File: config.mk
export PLATFORM = sky130hd
export DESIGN_NAME = div_16_8_seq_flat
export DESIGN_NICKNAME = d
export VERILOG_FILES = /design/src/rtl/div_pkg.sv /design/src/rtl/div_16_8_seq_if.sv /design/src/rtl/div_step.sv /design/src/rtl/div_16_8_seq.sv /design/src/flat_wrapper.sv
export SDC_FILE = /design/constraint.sdc
export NUM_CORES = 1
export LEC_CHECK = 0
export ABC_CLOCK_PERIOD_IN_PS = 6500
export BUFFER_PORTS_ARGS = -buffer_cell sky130_fd_sc_hd__buf_2
export CORE_MARGIN = 3
export CORE_UTILIZATION = 40
export DETAILED_ROUTE_END_ITERATION = 10
export PLACE_DENSITY = 0.63
export SYNTH_ARGS = -nofsm -noshare
export SYNTH_HDL_FRONTEND = slang
export SYNTH_SLANG_ARGS = --single-unit
File: constraint.sdc
create_clock -name clk -period 6.5 [get_ports clk]
set_input_delay 1.625 -clock clk [delete_from_list [all_inputs] [get_ports clk]]
set_output_delay 1.625 -clock clk [all_outputs]
set_load 0.01 [all_outputs]
File: src/rtl/div_pkg.sv
// Shared types and sizing helpers for the sequential restoring divider.
package div_pkg;

   localparam int DEF_DIVIDEND_W = 16;
   localparam int DEF_DIVISOR_W  = 8;

   typedef enum logic [1:0] {IDLE, RUN, DONE} div_state_t;

   // Width of a counter that steps through iters values (0 .. iters-1).
   function automatic int cnt_width(input int iters);
      return (iters <= 1) ? 1 : $clog2(iters);
   endfunction

endpackage

File: src/rtl/div_16_8_seq_if.sv
// Start/done handshake and operand/result bundle between operand source and divider.
interface div_16_8_seq_if #(
   parameter int DIVIDEND_W = div_pkg::DEF_DIVIDEND_W,
   parameter int DIVISOR_W  = div_pkg::DEF_DIVISOR_W
);
   logic                  start;
   logic [DIVIDEND_W-1:0] dividend;
   logic [DIVISOR_W-1:0]  divisor;
   logic                  busy;
   logic                  done;
   logic [DIVIDEND_W-1:0] quotient;
   logic [DIVISOR_W-1:0]  remainder;
   logic                  div_by_zero;

   modport master (
      output start, dividend, divisor,
      input  busy, done, quotient, remainder, div_by_zero
   );

   modport slave (
      input  start, dividend, divisor,
      output busy, done, quotient, remainder, div_by_zero
   );
endinterface

File: src/rtl/div_step.sv
// One restoring-division step: shift in a dividend bit, trial-subtract the divisor.
module div_step #(
   parameter int DIVISOR_W = div_pkg::DEF_DIVISOR_W
) (
   input  logic [DIVISOR_W:0]   p_in,
   input  logic                 bit_in,
   input  logic [DIVISOR_W-1:0] divisor,
   output logic [DIVISOR_W:0]   p_out,
   output logic                 q_bit
);
   logic [DIVISOR_W+1:0] p_sh;
   logic [DIVISOR_W:0]   diff;

   assign p_sh  = {p_in, bit_in};
   assign q_bit = (p_sh >= {2'b00, divisor});
   // When the subtract is taken the result is below the divisor, so the low bits suffice.
   assign diff  = p_sh[DIVISOR_W:0] - {1'b0, divisor};
   assign p_out = q_bit ? diff : p_sh[DIVISOR_W:0];
endmodule

File: src/rtl/div_16_8_seq.sv
// Sequential restoring divider: one quotient bit per clock, results held until the next operation.
module div_16_8_seq
   import div_pkg::*;
#(
   parameter int DIVIDEND_W = DEF_DIVIDEND_W,
   parameter int DIVISOR_W  = DEF_DIVISOR_W
) (
   input  logic clk,
   input  logic rst_n,
   div_16_8_seq_if.slave bus
);
   localparam int CNT_W = cnt_width(DIVIDEND_W);
   localparam logic [CNT_W-1:0] LAST = CNT_W'(DIVIDEND_W - 1);

   div_state_t            state;
   logic [DIVIDEND_W-1:0] sh;
   logic [DIVISOR_W-1:0]  dvsr;
   logic [DIVISOR_W:0]    p;
   logic [DIVISOR_W:0]    p_nxt;
   logic                  q_bit;
   logic [CNT_W-1:0]      cnt;
   logic                  dz;
   logic                  busy_r;
   logic                  done_r;
   logic [DIVIDEND_W-1:0] quotient_r;
   logic [DIVISOR_W-1:0]  remainder_r;
   logic                  div_by_zero_r;

   div_step #(.DIVISOR_W(DIVISOR_W)) u_step (
      .p_in    (p),
      .bit_in  (sh[DIVIDEND_W-1]),
      .divisor (dvsr),
      .p_out   (p_nxt),
      .q_bit   (q_bit)
   );

   // The dividend shifts out of sh's MSB while quotient bits shift in at the LSB.
   always_ff @(posedge clk) begin
      if (!rst_n) begin
         state         <= IDLE;
         sh            <= '0;
         dvsr          <= '0;
         p             <= '0;
         cnt           <= '0;
         dz            <= 1'b0;
         busy_r        <= 1'b0;
         done_r        <= 1'b0;
         quotient_r    <= '0;
         remainder_r   <= '0;
         div_by_zero_r <= 1'b0;
      end else begin
         done_r <= 1'b0;
         case (state)
            IDLE: begin
               if (bus.start) begin
                  busy_r <= 1'b1;
                  if (bus.divisor != '0) begin
                     sh    <= bus.dividend;
                     dvsr  <= bus.divisor;
                     p     <= '0;
                     cnt   <= '0;
                     dz    <= 1'b0;
                     state <= RUN;
                  end else begin
                     // Divide by zero skips the iterations and reports a saturated quotient.
                     sh    <= '1;
                     dvsr  <= '0;
                     p     <= {1'b0, bus.dividend[DIVISOR_W-1:0]};
                     dz    <= 1'b1;
                     state <= DONE;
                  end
               end
            end
            RUN: begin
               sh  <= {sh[DIVIDEND_W-2:0], q_bit};
               p   <= p_nxt;
               cnt <= cnt + 1'b1;
               if (cnt == LAST) state <= DONE;
            end
            DONE: begin
               done_r        <= 1'b1;
               busy_r        <= 1'b0;
               quotient_r    <= sh;
               remainder_r   <= p[DIVISOR_W-1:0];
               div_by_zero_r <= dz;
               state         <= IDLE;
            end
            default: state <= IDLE;
         endcase
      end
   end

   assign bus.busy        = busy_r;
   assign bus.done        = done_r;
   assign bus.quotient    = quotient_r;
   assign bus.remainder   = remainder_r;
   assign bus.div_by_zero = div_by_zero_r;
endmodule
File: src/flat_wrapper.sv
// flat-port wrapper written by rule: the top's interface ports become plain ports
module div_16_8_seq_flat import div_pkg::*;
#(
   parameter int DIVIDEND_W = DEF_DIVIDEND_W,
   parameter int DIVISOR_W  = DEF_DIVISOR_W
)
  (clk, rst_n, bus_start, bus_dividend, bus_divisor, bus_busy, bus_done, bus_quotient, bus_remainder, bus_div_by_zero);
  div_16_8_seq_if #(.DIVIDEND_W(DIVIDEND_W), .DIVISOR_W(DIVISOR_W)) bus_i ();
  input  logic clk;
  input  logic rst_n;
  input wire logic [$bits(bus_i.start)-1:0] bus_start;
  input wire logic [$bits(bus_i.dividend)-1:0] bus_dividend;
  input wire logic [$bits(bus_i.divisor)-1:0] bus_divisor;
  output wire logic [$bits(bus_i.busy)-1:0] bus_busy;
  output wire logic [$bits(bus_i.done)-1:0] bus_done;
  output wire logic [$bits(bus_i.quotient)-1:0] bus_quotient;
  output wire logic [$bits(bus_i.remainder)-1:0] bus_remainder;
  output wire logic [$bits(bus_i.div_by_zero)-1:0] bus_div_by_zero;
  assign bus_i.start = bus_start;
  assign bus_i.dividend = bus_dividend;
  assign bus_i.divisor = bus_divisor;
  assign bus_busy = bus_i.busy;
  assign bus_done = bus_i.done;
  assign bus_quotient = bus_i.quotient;
  assign bus_remainder = bus_i.remainder;
  assign bus_div_by_zero = bus_i.div_by_zero;
  div_16_8_seq #(.DIVIDEND_W(DIVIDEND_W), .DIVISOR_W(DIVISOR_W)) u_core (.clk(clk), .rst_n(rst_n), .bus(bus_i));
endmodule
Word-level counts from Yosys, hierarchy flattened
Cells that the tools add are included.
- word-level logic and storage cells: 48
- flip-flop bits (word level): 67
- output and inout port bits: 27
- order comparisons: 1
- mux-type cells: 19
- reductions and logical operators: 9
- equality and inequality tests: 6
- $add $sub $neg: 2
- operators by type and width (cell ; count):
    2-to-1 mux 16 bit ; 2
    case mux 16 bit (2 select lines) ; 1
    2-to-1 mux 9 bit ; 2
    case mux 9 bit (2 select lines) ; 1
    2-to-1 mux 8 bit ; 2
    greater-or-equal comparator 10 x 8 -> 1 bit ; 1
    subtractor 9 x 8 -> 9 bit ; 1
    2-to-1 mux 4 bit ; 2
    case mux 4 bit (2 select lines) ; 1
    AND reduction 2 bit ; 4
    nonzero test 8 bit ; 1
    2-to-1 mux 2 bit ; 3
    adder 4 x 1 -> 4 bit, second input constant ; 1
    == test 4 bit, second input constant ; 1
    != test 2 x 1 -> 1 bit, second input constant ; 2
    case mux 2 bit (2 select lines) ; 1
    nonzero test 2 bit ; 2
    2-to-1 mux 1 bit ; 3
    AND reduction 3 bit ; 1
    == test 2 x 1 -> 1 bit, second input constant ; 1
    == test 2 bit, second input constant ; 1
    zero test 2 bit ; 1
    != test 2 bit, second input constant ; 1
    case mux 1 bit (2 select lines) ; 1

Logic depth before layout (Yosys ltp)
Gate-level depths: netlist of the first run.
- depth after elaboration: 4
- mapped depth: 11

Modules after synthesis
From an unflattened synthesis of the first run, not the netlist that was laid out.
- cell total of the unflattened synthesis: 390
- area total of the unflattened synthesis: 3266.9 µm²
- by module, submodules not included (module ; times used ; cells each ; area an instance (µm²)):
    div_16_8_seq ; 1 ; 315 ; 2743.9
    div_step ; 1 ; 75 ; 523.0

Worst setup path before layout of the first run
No wires, ideal clock.
- path type: input -> register
- start: in bus_divisor[3]
- end: reg u_core.cnt[3]
- stages: 7
- arrival time: 2949 ps
- setup slack: 3437 ps
- library setup time: 114 ps
- buffers on the path: 1
- required time: 6386 ps
- cell sequence: or4_1 clkbuf_1 nor2_4 a21oi_2 nand4_1 xor2_1 nor2_1
- word-level cells in the longest chain between the ends: 3
- RTL lines (element ; line ; source):
    from (decl) ; flat_wrapper.sv:13 ; input wire logic [$bits(bus_i.divisor)-1:0] bus_divisor;
    nonzero test 8 bit ; div_16_8_seq.sv:57 ; if (bus.divisor != '0) begin
    != test 2 x 1 -> 1 bit (no source line) ; n/a ;
    AND reduction 3 bit (no source line) ; n/a ;
    to (signal assigned) ; div_16_8_seq.sv:77 ; cnt <= cnt + 1'b1;
    to (decl) ; div_16_8_seq.sv:21 ; logic [CNT_W-1:0] cnt;
No other way between the ends.
A chain may end at the register's enable or synchronous reset.

Final worst setup path of the first run
Same ends and word-level chain as after synthesis.

==> results of run 1 <==
-- synthesized netlist by cell type, types with 2 or more instances --
master,number,area share (%)
a21oi_1,13,2.1
dfxtp_1,67,43
nor2b_1,2,0.40
nand3_1,4,0.64
xor2_1,6,1.7
a211oi_1,4,0.96
nor3_1,3,0.48
ha_1,9,3.6
inv_1,9,1.1
clkbuf_1,22,2.6
o21bai_1,2,0.48
a21boi_1,5,1.2
o21ai_0,16,2.5
nor2_1,9,1.1
nand2b_1,2,0.40
nand4_1,5,0.99
o221ai_1,10,2.8
o31ai_1,2,0.48
and2_1,2,0.40
nand2_1,100,12
mux2i_1,5,1.6
a211oi_2,2,0.80
a21boi_0,40,9.6
a31oi_1,7,1.4
or4_1,2,0.48
-- sequential cells by signal, indices dropped and copies added, names as in the netlist --
register / cells
u_core.bus.busy: 1
u_core.bus.done: 1
u_core.state: 2
u_core.bus.quotient: 16
u_core.bus.div_by_zero: 1
u_core.p: 9
u_core.dvsr: 8
u_core.bus.remainder: 8
u_core.sh: 16
u_core.dz: 1
u_core.cnt: 4
-- cell families after synthesis --
family	share of synthesized area [%]
and+or+nand+nor	18.4
buffers and inverters	4.73
muxes	1.95
DFF	42.7
AOI/OAI and AO/OA	26.1
xor gates and xnor gates	1.95
adders and majority gates	4.22
-- worst reg2reg max path, cell delays in order, from the launching register on --
cell	delay [ps]
dfxtp_1	340
inv_1	90
ha_1	160
inv_1	50
fa_1	420
a211oi_2	270
o21bai_1	140
o41ai_2	390
and2_4	330
mux2_2	370
a311oi_1	250
-- cell type report --
class | count | area share [%]
tap | 99 | 3.36
timing repair buffer | 56 | 7.81
sequential | 67 | 36.4
clock inverter | 6 | 3.12
multi-input combinational | 272 | 44.9
clock buffer | 9 | 3.36
inverter | 10 | 1.02
-- stage by stage --
stage               worst slack [ps]  total power, mW  std cells  area, um2
floorplan                       3440            0.670        374       3140
detailed placement              3140            0.712        504       3440
global placement                3180            0.710        504       3440
finish                          3490             1.12        519       3680
CTS                             3500             1.13        519       3680
global route                    3350             1.18        519       3680
-- final timing paths --
kind | startpoint | to
max | bus_divisor[3] | u_core.cnt[3]$_SDFFE_PN0P_
min | u_core.bus.quotient[11]$_SDFFE_PN0P_ | u_core.bus.quotient[11]$_SDFFE_PN0P_
max reg2reg | u_core.sh[15]$_SDFFE_PN0P_ | u_core.p[0]$_SDFFE_PN0P_
min reg2reg | u_core.bus.quotient[11]$_SDFFE_PN0P_ | u_core.bus.quotient[11]$_SDFFE_PN0P_
-- layer usage --
metal / wire length [um] / track usage, % / vias to the layer above / share of wire (%)
li1: - / - / 1391 / -
met2: 3390 / 27.8 / 72 / 46
met5: 0 / 0 / - / 0
met1: 3510 / 23.4 / 1274 / 47
met3: 497 / 4.78 / 5 / 6.7
met4: 45 / 6.01 / 0 / 0.60
-- power groups by stage --
stage	logic, mW	registers, mW	clock network, mW
after floorplan	0.204	0.465	0
after global placement	0.237	0.473	0
after detailed placement	0.240	0.473	0
after CTS	0.241	0.463	0.425
after global routing	0.268	0.468	0.446
final	0.241	0.464	0.418
-- layout by cell type, fill, tap and decap left out, drive strengths merged, types with 2 or more instances in the layout --
master	instances
nand2	100
dfxtp	67
buf	56
a21boi	45
o21ai	17
a21oi	14
o221ai	10
inv	10
nor2	10
ha	9
clkbuf	9
a31oi	7
xor2	6
a211oi	6
nand4	5
mux2i	5
nand3	4
nor3	3
bufinv	3
and2	3
nand2b	2
or4	2
o21bai	2
o31ai	2
nor2b	2
clkinv	2
o41ai	2
a21o	2
==> impl_metrics.json, run 1 <==
{
  "outcome": "completed",
  "drtIter0Drc": 197,
  "finalClockSkew_ps": 6.96,
  "nets": 453,
  "switchingPower_mw": 0.329,
  "start_util_pct": 42.2,
  "postRouteAntennaNets": 0,
  "swShare_pct": 29.3,
  "syn-mean-instance-area_um2": 8.41,
  "seqPwrFrac_pct": 41.3,
  "vdd_ir_drop_max_mv": 0.194,
  "die_y_um": 94.7,
  "fillCellCount": 762,
  "layout_min_cycle_time_ps": 3010,
  "post_cts_buffers": 0,
  "netlist_instances": 374,
  "internal_power_mw": 0.794,
  "cap_violations": 0,
  "syn_nets": 411,
  "grt_pass1_wl_mm": 12.3,
  "path_clk_slew_ps": 80,
  "overflow": 0,
  "drt-total-wl_mm": 7.44,
  "routabilityCongestion": 0.803,
  "endpoint_kind": "flip-flop",
  "post_drt_wl_per_cell_um": 14.3,
  "synth_edf_count": 0,
  "drc": 0,
  "first_global_vias": 2538,
  "fin_crit_sh_pct": 46.4,
  "max-slew-margin-rel_pct": 32.3,
  "clockBufferDepth": 2,
  "drive_above_1_share_pct": 19.8,
  "die_area_um2": 8960,
  "reg2reg_setup_slack_ps": 3620,
  "vias_per_cell": 5.28,
  "crit_cells": 7,
  "hold_path_class": "flip-flop to flip-flop",
  "combPwrFrac_pct": 21.4,
  "yosys.cell_types.count": 51,
  "drt_first_pass_iters": 5,
  "track_usage_pct": 17.7,
  "required_ps": 6740,
  "clock_latency_ps": 340,
  "cts_resized": 0,
  "area_growth_pct": 17.2,
  "postCtsHoldBufs": 0,
  "syn_area_um2": 3140,
  "crit_family": "simple AND/OR/NAND/NOR gates",
  "clock_sinks": 67,
  "timing.critical_path.slowest_stage_cell": "or4_1",
  "num_vias": 2742,
  "fmax_ghz": 0.332,
  "fp.dieW_um": 94.7,
  "crit_fanout": 10,
  "seqCellArea_um2": 1340,
  "final_max_slew_viol_count": 0,
  "cts-htree-levels": 3,
  "p_leak_nw": 1.45,
  "holdWs_ps": 465,
  "root_buffer": "clkbuf_8",
  "yosysSeqAreaShare_pct": 42.7,
  "reg2regPathDepth": 10,
  "cts_tree": "done",
  "p_clk_share_pct": 37.2,
  "arrival_ps": 3250,
  "ioPinCount": 54,
  "cts_inserted_buffers": 9,
  "crit_chain": "buf_2 -> or4_1 -> nor2_4 -> a21oi_2 -> nand4_1 -> xor2_1 -> nor2_1",
  "setup_viol": 0,
  "startpoint_type": "primary input",
  "yosysWarnings": 0,
  "crit_type": "primary input to flip-flop",
  "worstHoldPathCells": 2,
  "tightest_slew_ps": 1020,
  "fin_setup_tns_ps": 0,
  "port_buffers": 53,
  "synth_ff_type": "dfxtp_1",
  "ys_ff_latch": 67,
  "max_stage_delay_ps": 690,
  "core_um2": 7450,
  "finalHoldViolCount": 0,
  "grt_max_degree": 70,
  "powerDensity_nw_per_um2": 305,
  "antenna_cells": 0,
  "ys_async_sr_fraction_pct": 0,
  "fin_util_pct": 49.5,
  "rows": 31,
  "worst-path-buf-inv": 1,
  "rsz0062_at_grt": "false",
  "antenna_found_initial": 0,
  "dp_hpwl_mm": 5.22,
  "multiInputGateArea_um2": 1650
}
No activity file was read; power rests on OpenSTA's default activity.
==> run 2, diff against run 1 <==
- ABC_CLOCK_PERIOD_IN_PS: 6500 -> 2700
- PLACE_DENSITY: 0.63 -> 0.65
- clock period: 6.5 -> 2.7 ns (I/O delays scaled with it)
==> run 2 against run 1 <==
Utilization rose by 0.64 points. Sequential share of layout area fell by 0.46 points. Via count fell by 0.55%. Sequential power rose by 140%. Clock skew rose by 2.8 ps. Worst hold slack got worse by 4.0 ps. Wire length barely moved. Cell count rose by 2.3%. Critical path depth rose by 4. Worst setup slack got worse by 3300 ps. Die area did not move. Critical endpoint is now u_core.p[4]$_SDFFE_PN0P_.
==> impl_metrics.json, run 2 (synthesis results as in run 1) <==
{
  "clock_latency_ps": 340,
  "post_drt_wl_per_cell_um": 14.0,
  "outcome": "completed",
  "p_leak_nw": 1.48,
  "cap_violations": 0,
  "area_growth_pct": 18.7,
  "root_buffer": "clkbuf_8",
  "cp-startpoint": "u_core.sh[15]$_SDFFE_PN0P_",
  "finalClockSkew_ps": 9.79,
  "vdd_ir_drop_max_mv": 0.316,
  "tightest_slew_ps": 864,
  "fmax_ghz": 0.394,
  "drt_first_pass_iters": 4,
  "crit_end": "u_core.p[4]$_SDFFE_PN0P_",
  "rsz0062_at_grt": "false",
  "overflow": 0,
  "combPwrFrac_pct": 24.5,
  "clockBufferDepth": 2,
  "postRouteAntennaNets": 0,
  "powerDensity_nw_per_um2": 689,
  "port_buffers": 53,
  "fin_setup_tns_ps": 0,
  "r2r_start": "u_core.sh[15]$_SDFFE_PN0P_",
  "rows": 31,
  "grt_max_degree": 27,
  "arrival_ps": 2770,
  "fillCellCount": 767,
  "crit_cells": 11,
  "design_area_um2": 3730,
  "drc": 0,
  "fp.dieW_um": 94.7,
  "seqPwrFrac_pct": 43.5,
  "switchingPower_mw": 0.799,
  "startpoint_type": "flip-flop",
  "required_ps": 2930,
  "dp_hpwl_mm": 5.48,
  "cts-htree-levels": 3,
  "max-slew-margin-rel_pct": 42.3,
  "drt-total-wl_mm": 7.44,
  "holdCritStartpoint": "u_core.bus.remainder[6]$_SDFFE_PN0P_",
  "final_common_cell": "nand2_1",
  "cts_tree": "done",
  "worst-path-buf-inv": 3,
  "postCtsHoldBufs": 0,
  "antenna_cells": 0,
  "final_max_slew_viol_count": 0,
  "timing.critical_path.slowest_stage_cell": "fa_2",
  "fin_crit_sh_pct": 94.0,
  "vias_per_cell": 5.14,
  "reg2regPathDepth": 11,
  "antenna_found_initial": 0,
  "most-common-layout-cells": "100 x nand2_1, 67 x dfxtp_1, 53 x buf_2",
  "ioPinCount": 54,
  "setup_viol": 0,
  "critPathMostFrequentCell": "inv_1",
  "grt_pass1_wl_mm": 12.0,
  "p_clk_share_pct": 32.0,
  "first_global_vias": 2535,
  "place_area_um2": 3500,
  "crit_family": "compound AO/OA/AOI/OAI gates",
  "endpoint_kind": "flip-flop",
  "routabilityCongestion": 0.816,
  "internal_power_mw": 1.77,
  "start_util_pct": 42.2,
  "layout_min_cycle_time_ps": 2540,
  "clock_sinks": 67,
  "cts_inserted_buffers": 9,
  "core_um2": 7450,
  "max_stage_delay_ps": 370,
  "r2r-end": "u_core.p[4]$_SDFFE_PN0P_",
  "die_y_um": 94.7,
  "reg2reg_setup_slack_ps": 160,
  "die_area_um2": 8960,
  "crit_chain": "inv_1 -> ha_2 -> inv_1 -> fa_2 -> a211oi_2 -> o21bai_1 -> o41ai_2 -> and2_4 -> buf_4 -> nor3_1 -> o31a_1",
  "track_usage_pct": 17.3,
  "crit_fanout": 9,
  "drtIter0Drc": 126,
  "nets": 464,
  "crit_type": "flip-flop to flip-flop",
  "hold_path_class": "flip-flop to flip-flop",
  "num_vias": 2727,
  "finalHoldViolCount": 0,
  "path_clk_slew_ps": 70,
  "drive_above_1_share_pct": 22.5,
  "swShare_pct": 31.1
}
-- run 2: cell count changes in the layout (fill, tap and decap cells not counted) --
cell,change
clkinv_2,+2
fa_1,-1
fa_2,+1
inv_6,+1
ha_1,-1
a311oi_1,-1
a311oi_2,+1
bufinv_16,-2
clkinv_4,-1
buf_4,+11
clkbuf_1,+1
ha_2,+1
-- run 2: worst min path at each step --
stage / slack (ps) / endpoint / cells after the start
3_3_place_gp: 450 / u_core.bus.quotient[3]$_SDFFE_PN0P_ / 2
2_1_floorplan: 440 / u_core.bus.div_by_zero$_SDFFE_PN0P_ / 2
5_1_grt: 480 / u_core.dvsr[3]$_SDFFE_PN0P_ / 2
3_5_place_dp: 460 / u_core.bus.remainder[6]$_SDFFE_PN0P_ / 2
4_1_cts: 470 / u_core.bus.remainder[6]$_SDFFE_PN0P_ / 2
6_report: 460 / u_core.bus.remainder[6]$_SDFFE_PN0P_ / 2
-- run 2: power groups by stage --
stage          sequential (mW)  combinational, mW  clock [mW]
2_1_floorplan             1.12              0.492           0
3_3_place_gp              1.14              0.594           0
3_5_place_dp              1.14              0.602           0
4_1_cts                   1.12              0.605       0.848
5_1_grt                   1.12              0.698       0.896
6_report                  1.12              0.631       0.823
-- run 2: layout make-up --
cell class	count	area (um2)	share of cell area [%]
Clock inverter	6	65.1	1.74
Timing Repair Buffer	67	370	9.93
Multi-Input combinational cell	272	1670	44.6
Tap cell	99	124	3.32
Inverter	10	37.5	1.01
Sequential cell	67	1340	35.9
Clock buffer	10	128	3.42
-- run 2: per-stage QoR --
stage	hold slack, ps	utilization (%)	power [mW]	instances	worst slack [ps]
4_1_cts	466	49.6	2.57	528	32.2
3_5_place_dp	455	47.1	1.74	512	70.7
2_1_floorplan	441	-	1.61	374	254
6_report	461	50.1	2.57	531	161
3_3_place_gp	448	47.1	1.73	512	132
5_1_grt	484	50.1	2.72	531	4.43
-- run 2: worst reg2reg max path: stages, from the launching register on --
cell and delay [ps]:
dfxtp_1 320, inv_1 80, ha_2 180, inv_1 50, fa_2 370, a211oi_2 210, o21bai_1 120, o41ai_2 340
and2_4 240, buf_4 170, nor3_1 80, o31a_1 270
-- run 2: timing repair --
item                                    4_1_cts  5_1_grt
resized for setup                             0        3
endpoints found under the setup margin        0        4
setup buffers                                 0        3
-- run 2: per-layer routing --
layer | GRT usage (%) | wire, um | vias up
met2 | 29.1 | 3500 | 62
met5 | 0 | 0 | -
met4 | 5.77 | 122 | 0
met3 | 4.78 | 392 | 12
met1 | 21.2 | 3420 | 1238
li1 | - | - | 1415
